File: src/rtl/cpu_ctrl_pkg.sv
// Shared definitions for the hardwired control unit: opcodes, sequencer states
// and the control bundle the decoder produces.
package cpu_ctrl_pkg;

   localparam int unsigned OP_LD       = 0;
   localparam int unsigned OP_LDI      = 1;
   localparam int unsigned OP_ST       = 2;
   localparam int unsigned OP_ADD      = 3;
   localparam int unsigned OP_SUB      = 4;
   localparam int unsigned OP_AND      = 5;
   localparam int unsigned OP_OR       = 6;
   localparam int unsigned OP_SHR      = 7;
   localparam int unsigned OP_SHRA     = 8;
   localparam int unsigned OP_SHL      = 9;
   localparam int unsigned OP_ROR      = 10;
   localparam int unsigned OP_ROL      = 11;
   localparam int unsigned OP_MUL      = 12;
   localparam int unsigned OP_ALU_LAST = OP_MUL;
   localparam int unsigned OP_HALT     = 27;

   typedef enum logic [3:0] {
      StIdle = 4'd0,
      StT0   = 4'd1,
      StT1   = 4'd2,
      StT2   = 4'd3,
      StT3   = 4'd4,
      StT4   = 4'd5,
      StT5   = 4'd6,
      StT6   = 4'd7,
      StT7   = 4'd8,
      StHalt = 4'd9
   } state_e;

   typedef struct packed {
      logic pc_out;
      logic mar_in;
      logic inc_pc;
      logic z_in;
      logic zlow_out;
      logic pc_in;
      logic read;
      logic write;
      logic mdr_in;
      logic mdr_out;
      logic ir_in;
      logic y_in;
      logic c_out;
      logic ba_out;
      logic gra;
      logic grb;
      logic grc;
      logic r_in;
      logic r_out;
      logic mem_wait; // state waits on the memory handshake
      logic done;     // final step of the instruction
   } ctrl_t;

endpackage

File: src/rtl/control_decode.sv
// Combinational map from (state, registered opcode) to the datapath control
// bundle and ALU select.
module control_decode
   import cpu_ctrl_pkg::*;
#(
   parameter int unsigned OPC_W = 5
) (
   input  state_e           state_i,
   input  logic [OPC_W-1:0] opc_i,
   output ctrl_t            ctrl_o,
   output logic [OPC_W-1:0] alu_op_o
);

   logic is_ld, is_ldi, is_st, is_alu, is_ls;

   assign is_ld  = (opc_i == OPC_W'(OP_LD));
   assign is_ldi = (opc_i == OPC_W'(OP_LDI));
   assign is_st  = (opc_i == OPC_W'(OP_ST));
   assign is_alu = (opc_i >= OPC_W'(OP_ADD)) && (opc_i <= OPC_W'(OP_ALU_LAST));
   // ld/ldi/st share the base+offset address calculation in T3-T4
   assign is_ls  = is_ld | is_ldi | is_st;

   always_comb begin
      ctrl_o   = '0;
      alu_op_o = '0;
      case (state_i)
         StT0: begin
            ctrl_o.pc_out = 1'b1;
            ctrl_o.mar_in = 1'b1;
            ctrl_o.inc_pc = 1'b1;
            ctrl_o.z_in   = 1'b1;
         end
         StT1: begin
            ctrl_o.zlow_out = 1'b1;
            ctrl_o.pc_in    = 1'b1;
            ctrl_o.read     = 1'b1;
            ctrl_o.mdr_in   = 1'b1;
            ctrl_o.mem_wait = 1'b1;
         end
         StT2: begin
            ctrl_o.mdr_out = 1'b1;
            ctrl_o.ir_in   = 1'b1;
         end
         StT3: begin
            if (is_ls) begin
               ctrl_o.grb    = 1'b1;
               ctrl_o.ba_out = 1'b1;
               ctrl_o.y_in   = 1'b1;
            end else if (is_alu) begin
               ctrl_o.grb   = 1'b1;
               ctrl_o.r_out = 1'b1;
               ctrl_o.y_in  = 1'b1;
            end else begin
               ctrl_o.done = 1'b1; // halt and no-op end here
            end
         end
         StT4: begin
            if (is_ls) begin
               ctrl_o.c_out = 1'b1;
               ctrl_o.z_in  = 1'b1;
               alu_op_o     = OPC_W'(OP_ADD);
            end else if (is_alu) begin
               ctrl_o.grc   = 1'b1;
               ctrl_o.r_out = 1'b1;
               ctrl_o.z_in  = 1'b1;
               alu_op_o     = opc_i;
            end
         end
         StT5: begin
            if (is_ld || is_st) begin
               ctrl_o.zlow_out = 1'b1;
               ctrl_o.mar_in   = 1'b1;
            end else if (is_ldi || is_alu) begin
               ctrl_o.zlow_out = 1'b1;
               ctrl_o.gra      = 1'b1;
               ctrl_o.r_in     = 1'b1;
               ctrl_o.done     = 1'b1;
            end
         end
         StT6: begin
            if (is_ld) begin
               ctrl_o.read     = 1'b1;
               ctrl_o.mdr_in   = 1'b1;
               ctrl_o.mem_wait = 1'b1;
            end else if (is_st) begin
               ctrl_o.gra    = 1'b1;
               ctrl_o.r_out  = 1'b1;
               ctrl_o.mdr_in = 1'b1;
            end
         end
         StT7: begin
            if (is_ld) begin
               ctrl_o.mdr_out = 1'b1;
               ctrl_o.gra     = 1'b1;
               ctrl_o.r_in    = 1'b1;
               ctrl_o.done    = 1'b1;
            end else if (is_st) begin
               ctrl_o.write    = 1'b1;
               ctrl_o.done     = 1'b1;
               ctrl_o.mem_wait = 1'b1;
            end
         end
         default: ;
      endcase
   end

endmodule

File: src/rtl/control_sequencer.sv
// Hardwired T0-T7 control sequencer: state and opcode registers plus memory handshake.
// Define SEQ_MEM_WAIT_EN to stall memory states until mem_ready is sampled high.
module control_sequencer
   import cpu_ctrl_pkg::*;
#(
   parameter int unsigned DATA_W = 32,
   parameter int unsigned OPC_W  = 5,
   parameter int unsigned STEP_W = 4
) (
   input  logic              clock,
   input  logic              clear,
   input  logic              run,
   input  logic              mem_ready,
   input  logic [DATA_W-1:0] ir,
   output logic              PCout,
   output logic              MARin,
   output logic              IncPC,
   output logic              Zin,
   output logic              Zlowout,
   output logic              PCin,
   output logic              Read,
   output logic              Write,
   output logic              MDRin,
   output logic              MDRout,
   output logic              IRin,
   output logic              Yin,
   output logic              Cout,
   output logic              BAout,
   output logic              Gra,
   output logic              Grb,
   output logic              Grc,
   output logic              Rin,
   output logic              Rout,
   output logic [OPC_W-1:0]  alu_op,
   output logic [STEP_W-1:0] step,
   output logic              busy,
   output logic              done,
   output logic              halted
);

   state_e           state_q, state_d;
   logic [OPC_W-1:0] opc_q, opc_d;
   ctrl_t            ctrl;
   logic             advance;
   logic             unused_sig;

   control_decode #(
      .OPC_W (OPC_W)
   ) u_decode (
      .state_i  (state_q),
      .opc_i    (opc_q),
      .ctrl_o   (ctrl),
      .alu_op_o (alu_op)
   );

`ifdef SEQ_MEM_WAIT_EN
   assign advance    = ~ctrl.mem_wait | mem_ready;
   assign unused_sig = ^ir[DATA_W-OPC_W-1:0];
`else
   assign advance    = 1'b1;
   assign unused_sig = ^{mem_ready, ctrl.mem_wait, ir[DATA_W-OPC_W-1:0]};
`endif

   always_comb begin
      opc_d   = (state_q == StT2) ? ir[DATA_W-1 -: OPC_W] : opc_q;
      state_d = state_q;
      case (state_q)
         StIdle: if (run) state_d = StT0;
         StHalt: state_d = StHalt;
         default: begin
            if (advance) begin
               if (ctrl.done) begin
                  if (opc_q == OPC_W'(OP_HALT)) state_d = StHalt;
                  else                          state_d = run ? StT0 : StIdle;
               end else begin
                  state_d = state_e'(state_q + 4'd1);
               end
            end
         end
      endcase
   end

   always_ff @(posedge clock) begin
      if (clear) begin
         state_q <= StIdle;
         opc_q   <= '0;
      end else begin
         state_q <= state_d;
         opc_q   <= opc_d;
      end
   end

   assign PCout   = ctrl.pc_out;
   assign MARin   = ctrl.mar_in;
   assign IncPC   = ctrl.inc_pc;
   assign Zin     = ctrl.z_in;
   assign Zlowout = ctrl.zlow_out;
   assign PCin    = ctrl.pc_in;
   assign Read    = ctrl.read;
   assign Write   = ctrl.write;
   assign MDRin   = ctrl.mdr_in;
   assign MDRout  = ctrl.mdr_out;
   assign IRin    = ctrl.ir_in;
   assign Yin     = ctrl.y_in;
   assign Cout    = ctrl.c_out;
   assign BAout   = ctrl.ba_out;
   assign Gra     = ctrl.gra;
   assign Grb     = ctrl.grb;
   assign Grc     = ctrl.grc;
   assign Rin     = ctrl.r_in;
   assign Rout    = ctrl.r_out;
   // a stalled memory step only counts as final on the cycle it completes
   assign done    = ctrl.done & advance;
   assign step    = STEP_W'(state_q);
   assign busy    = (state_q != StIdle) && (state_q != StHalt);
   assign halted  = (state_q == StHalt);

endmodule

File: config.mk
export PLATFORM = sky130hd
export DESIGN_NAME = control_sequencer
export DESIGN_NICKNAME = d
export VERILOG_FILES = /design/src/rtl/cpu_ctrl_pkg.sv /design/src/rtl/control_decode.sv /design/src/rtl/control_sequencer.sv
export SDC_FILE = /design/constraint.sdc
export NUM_CORES = 1
export LEC_CHECK = 0
export ABC_AREA = 1
export BUFFER_PORTS_ARGS = -buffer_cell sky130_fd_sc_hd__buf_2
export CAP_MARGIN = 20
export CORE_AREA = 5 5 52 54
export CTS_BUF_LIST = sky130_fd_sc_hd__clkbuf_4 sky130_fd_sc_hd__clkbuf_8
export CTS_CLUSTER_SIZE = 12
export DETAILED_ROUTE_END_ITERATION = 10
export DIE_AREA = 0 0 57 59
export HOLD_SLACK_MARGIN = 0.06
export PLACE_DENSITY = 0.8
export SYNTH_ARGS = -nofsm -noshare
export SYNTH_HDL_FRONTEND = slang
export SYNTH_SLANG_ARGS = --single-unit
File: constraint.sdc
create_clock -name clock -period 1.75 [get_ports clock]
set_input_delay 0.0875 -clock clock [delete_from_list [all_inputs] [get_ports clock]]
set_output_delay 0.0875 -clock clock [all_outputs]
set_load 0.03 [all_outputs]
# After elaboration in Yosys (flattened, before gate mapping)
# Cells that the tools add are included.
dict set report word_totals {
  reg_bits 9
  input_bits 36
  out_inout_bits 31
  word_cells 71
}
dict set report op_classes {
  add_sub_neg 1
  magnitude_cmp 2
  n_eq_ne 14
  mux 42
  n_bitwise 2
  n_reduce_logical 8
}
# cell count
set ops {}
lappend ops {{2-to-1 mux 1 bit} 25}
lappend ops {{equality test 4 x 3 -> 1 bit, second input constant} 4}
lappend ops {{case mux 1 bit (2 select lines)} 8}
lappend ops {{2-to-1 mux 5 bit} 3}
lappend ops {{2-to-1 mux 4 bit} 3}
lappend ops {{equality test 4 x 2 -> 1 bit, second input constant} 2}
lappend ops {{equality test 4 bit, second input constant} 2}
lappend ops {{case mux 4 bit (2 select lines)} 1}
lappend ops {{case mux 1 bit (3 select lines)} 2}
lappend ops {{equality test 5 x 1 -> 1 bit, second input constant} 1}
lappend ops {{equality test 5 x 2 -> 1 bit, second input constant} 1}
lappend ops {{equality test 5 bit, second input constant} 1}
lappend ops {{>= comparator 5 x 2 -> 1 bit, second input constant} 1}
lappend ops {{less-or-equal comparator 5 x 4 -> 1 bit, second input constant} 1}
lappend ops {{logical NOT 5 bit} 1}
lappend ops {{adder 4 x 1 -> 4 bit, second input constant} 1}
lappend ops {{equality test 4 x 1 -> 1 bit, second input constant} 1}
lappend ops {{logical NOT 4 bit} 1}
lappend ops {{inequality test 4 bit, second input constant} 1}
lappend ops {{nonzero test 4 bit} 1}
lappend ops {{logical AND 1 bit} 2}
lappend ops {{logical OR 1 bit} 2}
lappend ops {{inequality test 2 bit, second input constant} 1}
lappend ops {{bitwise OR 1 bit} 2}
lappend ops {{OR reduction 2 bit} 1}

# Depth between registers and ports, before layout
# Gate-level depths: netlist of the first run.
dict set report depth {
  depth_word 8
  depth_mapped 10
  depth_no_buf 10
}

# Cells and area by module
# From an unflattened synthesis of the first run, not the netlist that was laid out.
dict set report hier_totals {
  hier_cells 157
  area_unflattened_um2 870.8
}
# module instances cells_per_inst area_per_inst_um2 seq_area_each_um2
set by_module_without_submodules {}
lappend by_module_without_submodules {control_sequencer 1 65 454.2 180.2}
lappend by_module_without_submodules {control_decode 1 92 416.6 0.0}

# Worst setup path after synthesis of the first run
# OpenSTA, ideal clock, no wires.
dict set report synth_timing {
  kind {reg2out}
  start {register state_q[0], in the netlist step[0]}
  end {output alu_op[0]}
  t_arrival_ns 1.987
  t_required_ns 1.662
  slack_ns -0.324
  path_stages_with_launch 8
  path_cell_list {dfxtp_1 > ha_1 > inv_1 > nor2_1 > inv_1 > nor2_1 > inv_1 > o21ai_0}
}
dict set report synth_via {
  elab_chain_cells 2
}
# element line_no
set synth_lines {}
lappend synth_lines {{start: declaration} control_sequencer.sv:41} ;# state_e state_q, state_d;
lappend synth_lines {{start signal: assignment} control_sequencer.sv:85} ;# state_q <= StIdle;
lappend synth_lines {{start signal: assignment} control_sequencer.sv:88} ;# state_q <= state_d;
lappend synth_lines {{equality test 4 x 3 -> 1 bit} control_decode.sv:26} ;# case (state_i)
lappend synth_lines {{2-to-1 mux 5 bit} control_decode.sv:26}
lappend synth_lines {{end: declaration} control_sequencer.sv:34} ;# output logic [OPC_W-1:0] alu_op,
# Every way passes these cells.

# Worst setup path in the final report of the first run
dict set report layout_timing {
  start {register state_q[0], in the netlist step[0]}
  end {output Write}
}
dict set report layout_via {
  elab_chain_cells 2
}
# element line_no
set layout_lines {}
lappend layout_lines {{equality test 4 bit} control_decode.sv:26}
lappend layout_lines {{2-to-1 mux 1 bit} control_decode.sv:26}
lappend layout_lines {{end: declaration} control_sequencer.sv:22} ;# output logic Write,
# Every way passes these cells.

==> flow_summary.json, run 1 <==
{
  "status": "completed",
  "cts_tree": "built",
  "drv_cap": 0,
  "p_leak_nw": 0.575,
  "start_util_pct": 37.0,
  "dieArea_mm2": 0.00336,
  "synth_seq_area_share_pct": 22.5,
  "grt_max_degree": 11,
  "post-route-drc-count": 0,
  "dp_hpwl_mm": 1.73,
  "synth.ff_latch_count": 9,
  "dr.first_iter.drc_count": 18,
  "hold_path.class": "input port to flip-flop",
  "layout_commonest_cell": "buf_2",
  "antenna_found_initial": 0,
  "arrival_ns": 1.62,
  "gr-total-overflow": 0,
  "n_fill_cell": 234,
  "synth_top_cell_area_share_pct": 22.5,
  "ant_nets": 0,
  "antenna_cells": 0,
  "avgSynthCellArea_um2": 6.37,
  "synth_mux_area_share_pct": 0,
  "die_w_um": 57,
  "post-route-period-util_pct": 97.4,
  "firstDrtPassIters": 4,
  "stdcell_area_mm2": 0.00111,
  "syn_inst": 126,
  "wl_per_cell_um": 10.8,
  "drive_gt1_share_pct": 49.1,
  "clock_path_buffers": 2,
  "viasPerCell": 4.79,
  "clk_pin_slew_worst_paths_ns": 0.06,
  "boundaryPins": 67,
  "multi_input_area_um2": 578,
  "clock_latency_ns": 0.26,
  "synth_top_family_by_area": "simple AND/OR/NAND/NOR gates",
  "ys_top_cells_by_area": "dfxtp_1 (22%), inv_1 (9.8%), nor2_1 (9.8%), nand2_1 (7.0%), ha_1 (6.2%)",
  "powerDensity_mw_per_mm2": 701,
  "mostFrequentLayoutCells": "buf_2 (33), inv_1 (18), nor2_1 (14), nand2_1 (14), dfxtp_1 (7)",
  "register_area_um2": 183,
  "cts_hold_buf": 0,
  "dr_total_vias": 915,
  "synthXorXnorAreaFrac_pct": 1.09,
  "cts_max_level": 1,
  "grt_pass1_vias": 807,
  "critPathMaxFanout": 5,
  "finClkSkew_ns": 0.00288,
  "slew_viol_final": 0,
  "yosysWarnings": 0,
  "synth-compound-area-share_pct": 14.4,
  "io_buffer_count": 37,
  "num_rows": 17,
  "synthAdderAreaFrac_pct": 6.24,
  "preCtsSetupSlack_ns": 0.175,
  "syn_to_final_growth_pct": 39.0,
  "fin_ws_ns": 0.0447,
  "synth_cell_types": 26,
  "irDropWorstVdd_uv": 334,
  "final_hold_viol_count": 0,
  "max_freq_ghz": 0.586,
  "power.total_mw": 0.781,
  "crit_type": "flip-flop to output port",
  "r2r_cells": 8,
  "root_buffer": "clkbuf_4",
  "yosys.area_share.simple_pct": 40.4,
  "routed_wl_mm": 2.07,
  "syn_area_um2": 802,
  "setup_viol": 0,
  "die_y_um": 59,
  "cts_buffers": 3,
  "cts.sinks": 9,
  "gp_congestion": 0.839,
  "post-cts-setup-buffers": 0,
  "grt_pass1_wl_mm": 3.26,
  "grtUsageTotal_pct": 12.1,
  "syn_nets": 166,
  "startpoint_type": "flip-flop",
  "holdPathStages": 3,
  "min_period_ns": 1.71,
  "yosys.area.top_type": "dfxtp_1",
  "place_area_mm2": 0.00102,
  "core_area_mm2": 0.00217,
  "cp.required_ns": 1.66,
  "final_nets": 204,
  "end_kind": "output port"
}
## per-stage QoR
| stage | util (%) | std cells | hold WS, ns | setup TNS, ns |
|---|---|---|---|---|
| after floorplan | - | 126 | 0.237 | -0.290 |
| after global placement | 47.2 | 187 | 0.358 | 0 |
| after global routing | 51.4 | 191 | 0.0915 | -0.0908 |
| after CTS | 49.3 | 191 | 0.0773 | 0 |
| after detailed placement | 47.2 | 187 | 0.351 | 0 |
| final | 51.4 | 191 | 0.0855 | 0 |
## logic make-up after synthesis
family	Yosys count
XOR/XNOR	1
AND/OR/NAND/NOR	64
AO/OA/AOI/OAI	18
other	1
adder cells (fa/ha/maj)	4
buffers and inverters	29
flip-flops	9
## path summary, 6_finish.rpt
| path | start | endpoint | slack (ns) |
|---|---|---|---|
| max reg2reg | step[0]$_SDFFE_PP0P_ | step[0]$_SDFFE_PP0P_ | 0.28 |
| min | ir[30] | opc_q[3]$_SDFFE_PP0P_ | 0.09 |
| min reg2reg | step[1]$_SDFFE_PP0P_ | step[1]$_SDFFE_PP0P_ | 0.52 |
| max | step[0]$_SDFFE_PP0P_ | Write | 0.04 |
## report_power, final
part	internal, mW	total [mW]	switching, mW
sequential	0.223	0.248	0.0250
combinational	0.102	0.362	0.260
clock	0.103	0.171	0.0681
## synth_stat cells
master / instances
a211oi_1: 4
a21oi_1: 4
a21oi_2: 1
a21oi_4: 1
buf_4: 3
clkbuf_1: 1
clkinv_1: 1
conb_1: 1
dfxtp_1: 9
ha_1: 4
inv_1: 21
inv_2: 3
nand2_1: 15
nand2_2: 5
nand2_4: 3
nand3_1: 6
nand3_2: 3
nand4_1: 2
nor2_1: 21
nor2_2: 2
nor3_1: 5
nor3b_1: 1
o21ai_0: 7
o21ai_1: 1
or2_2: 1
xor2_1: 1
## layer usage
layer  track usage, %  routed length, um  up-vias
met3             2.83                173        4
met1             14.6                892      410
met5                0                  0        -
li1                 -                  -      468
met2             19.7                958       33
met4             6.95                 43        0
## cell type report
class / count / area share, %
multi-input cells: 88 / 51.9
repair buffers: 37 / 17.5
flip-flops and latches: 9 / 16.4
inverters: 25 / 8.42
well taps: 28 / 3.14
clock buffers: 4 / 2.69
## sequential cells by signal, summed over array words and instances (netlist names)
name   count
opc_q      5
step       4
## critical path, cell delays in order, from the launching register on
cell	delay [ns]
dfxtp_2	0.36
inv_2	0.10
ha_2	0.20
nand3_1	0.15
nor3_1	0.30
buf_2	0.26
## what timing repair did
item | 4_1_cts | 5_1_grt
cloned | 0 | 0
setup endpoints to repair | 10 | 20
resized for setup | 7 | 16
pin swaps | 1 | 2
Power figures use the tool's default switching activity.
==> inputs of run 2 (changes only) <==
--- a/config.mk
+++ b/config.mk
@@ -8,13 +8,13 @@
 export ABC_AREA = 1
 export BUFFER_PORTS_ARGS = -buffer_cell sky130_fd_sc_hd__buf_2
 export CAP_MARGIN = 20
-export CORE_AREA = 5 5 52 54
+export CORE_AREA = 5 5 50 52
 export CTS_BUF_LIST = sky130_fd_sc_hd__clkbuf_4 sky130_fd_sc_hd__clkbuf_8
 export CTS_CLUSTER_SIZE = 12
 export DETAILED_ROUTE_END_ITERATION = 10
-export DIE_AREA = 0 0 57 59
+export DIE_AREA = 0 0 55 57
 export HOLD_SLACK_MARGIN = 0.06
-export PLACE_DENSITY = 0.8
+export PLACE_DENSITY = 0.86
 export SYNTH_ARGS = -nofsm -noshare
 export SYNTH_HDL_FRONTEND = slang
 export SYNTH_SLANG_ARGS = --single-unit
==> constraint.sdc (replaced) <==
create_clock -name clock -period 2 [get_ports clock]
set_input_delay 0.1 -clock clock [delete_from_list [all_inputs] [get_ports clock]]
set_output_delay 0.1 -clock clock [all_outputs]
set_load 0.03 [all_outputs]
==> run 2 against run 1 <==
Compared with the run above: non-clock buffer count unchanged; critical path depth up 2; final area shrank 7.7%; worst hold slack better by 0.0058 ns; largest power group unchanged.
==> flow_summary.json, run 2 (same netlist as run 1, synthesis figures left out) <==
{
  "largest_reg_flops": 5,
  "clk_pin_slew_worst_paths_ns": 0.06,
  "largest-register": "opc_q",
  "max_freq_ghz": 0.536,
  "irDropWorstVdd_uv": 376,
  "antenna_found_initial": 0,
  "hold_path.class": "input port to flip-flop",
  "min_period_ns": 1.86,
  "critPathMaxFanout": 5,
  "path_cells": "inv_1, ha_1, nand3_1, nor2_1, nand2_1, nand3_1, buf_2",
  "cts_buffers": 3,
  "crit_type": "flip-flop to output port",
  "end_kind": "output port",
  "p_leak_nw": 0.577,
  "met1_length_um": 848,
  "cts_max_level": 1,
  "die_y_um": 57,
  "fin_setup_tns_ns": 0,
  "drv_cap": 0,
  "multi_input_area_um2": 504,
  "startpoint_type": "flip-flop",
  "cp_num_buf_inv": 2,
  "status": "completed",
  "cp-endpoint": "Gra",
  "register_area_um2": 180,
  "holdWs_ns": 0.0913,
  "drive_gt1_share_pct": 37.4,
  "gp_congestion": 0.851,
  "core_area_mm2": 0.00206,
  "cts.sinks": 9,
  "rsz0062_at_grt": "false",
  "ant_nets": 0,
  "gr-total-overflow": 0,
  "grt_max_degree": 11,
  "cts_tree": "built",
  "antenna_cells": 0,
  "final_nets": 204,
  "stdcell_area_mm2": 0.00103,
  "arrival_ns": 1.76,
  "grt_pass1_vias": 764,
  "n_fill_cell": 218,
  "wl_met2_um": 914,
  "place_area_um2": 998,
  "slowest_stage": "dfxtp_1",
  "clock_latency_ns": 0.26,
  "dieArea_mm2": 0.00314,
  "critical-path-top-delay-family": "simple AND/OR/NAND/NOR gates",
  "critPathLaunch": "step[0]$_SDFFE_PP0P_",
  "dp_hpwl_mm": 1.68,
  "cp.required_ns": 1.90,
  "syn_to_final_growth_pct": 28.2,
  "num_rows": 17,
  "firstDrtPassIters": 4,
  "boundaryPins": 67,
  "finClkSkew_ns": 0.00519,
  "crit_path_max_incr_delay_ns": 0.35,
  "r2r_cells": 8,
  "cts_resized": 0,
  "start_util_pct": 38.9,
  "cts_hold_buf": 0,
  "setup_viol": 0,
  "die_w_um": 55,
  "rr_startpoint": "step[0]$_SDFFE_PP0P_",
  "route.met3.wl_um": 170,
  "io_buffer_count": 37,
  "final_hold_viol_count": 0,
  "viasPerCell": 4.68,
  "post-route-period-util_pct": 93.2,
  "grt_pass1_wl_mm": 3.15,
  "r2r_slack_ns": 0.45,
  "slew_viol_final": 0,
  "mostFrequentLayoutCells": "buf_2 (37), inv_1 (21), nor2_1 (20)",
  "post-route-drc-count": 0,
  "powerDensity_mw_per_mm2": 637,
  "wl_per_cell_um": 10.2,
  "root_buffer": "clkbuf_4",
  "min_from": "ir[30]",
  "grtUsageTotal_pct": 13.2,
  "layout_commonest_cell": "buf_2",
  "routed_wl_mm": 1.95,
  "dr_total_vias": 894,
  "reg2reg_to": "step[0]$_SDFFE_PP0P_",
  "path_depth": 7,
  "post-cts-setup-buffers": 0,
  "path_common_cell": "nand3_1",
  "dr.first_iter.drc_count": 11,
  "routed.top_layer": "met4",
  "clock_path_buffers": 2
}
run 2: report_power, final:
| group | internal (mW) | leakage (nW) | switching (mW) | total (mW) |
|---|---|---|---|---|
| combinational | 0.0819 | 0.486 | 0.210 | 0.291 |
| clock | 0.0903 | 0.0184 | 0.0610 | 0.151 |
| sequential | 0.194 | 0.0731 | 0.0184 | 0.212 |
| total | 0.366 | 0.577 | 0.289 | 0.655 |
run 2: area by class of cell:
cell class,count,area share (%)
Timing Repair Buffer,37,18.0
Tap cell,28,3.41
Clock buffer,4,2.92
Multi-Input combinational cell,88,49.0
Inverter,25,9.12
Sequential cell,9,17.5
run 2: worst min-delay path by stage:
| stage | endpoint | cells after the start |
|---|---|---|
| after global routing | opc_q[3]$_SDFFE_PP0P_ | 3 |
| after CTS | opc_q[3]$_SDFFE_PP0P_ | 3 |
| after detailed placement | opc_q[3]$_SDFFE_PP0P_ | 3 |
| final | opc_q[3]$_SDFFE_PP0P_ | 3 |
| after global placement | opc_q[3]$_SDFFE_PP0P_ | 3 |
| after floorplan | opc_q[3]$_SDFFE_PP0P_ | 2 |
run 2: worst reg2reg max path, delay by kind of cell (launching register included):
family          cells  cell delay (ns)
compound gates      1             0.17
flops               1             0.41
simple gates        5             0.49
buf+inv             1             0.12
fa+ha+maj           1             0.25
run 2: per-stage QoR:
step | setup slack, ns | std cells | power (mW) | utilization, %
after detailed placement | 0.432 | 187 | 0.508 | 48.4
after global routing | 0.0163 | 191 | 0.702 | 49.8
final | 0.136 | 191 | 0.655 | 49.8
after floorplan | 0.0540 | 126 | 0.440 | -
after CTS | 0.143 | 191 | 0.661 | 49.8
after global placement | 0.440 | 187 | 0.505 | 48.4
run 2: routing by layer:
layer,GRT usage (%),up-vias
li1,-,476
met1,18.6,381
met2,19.4,35
met3,2.09,2
met4,6.25,0
met5,0,-
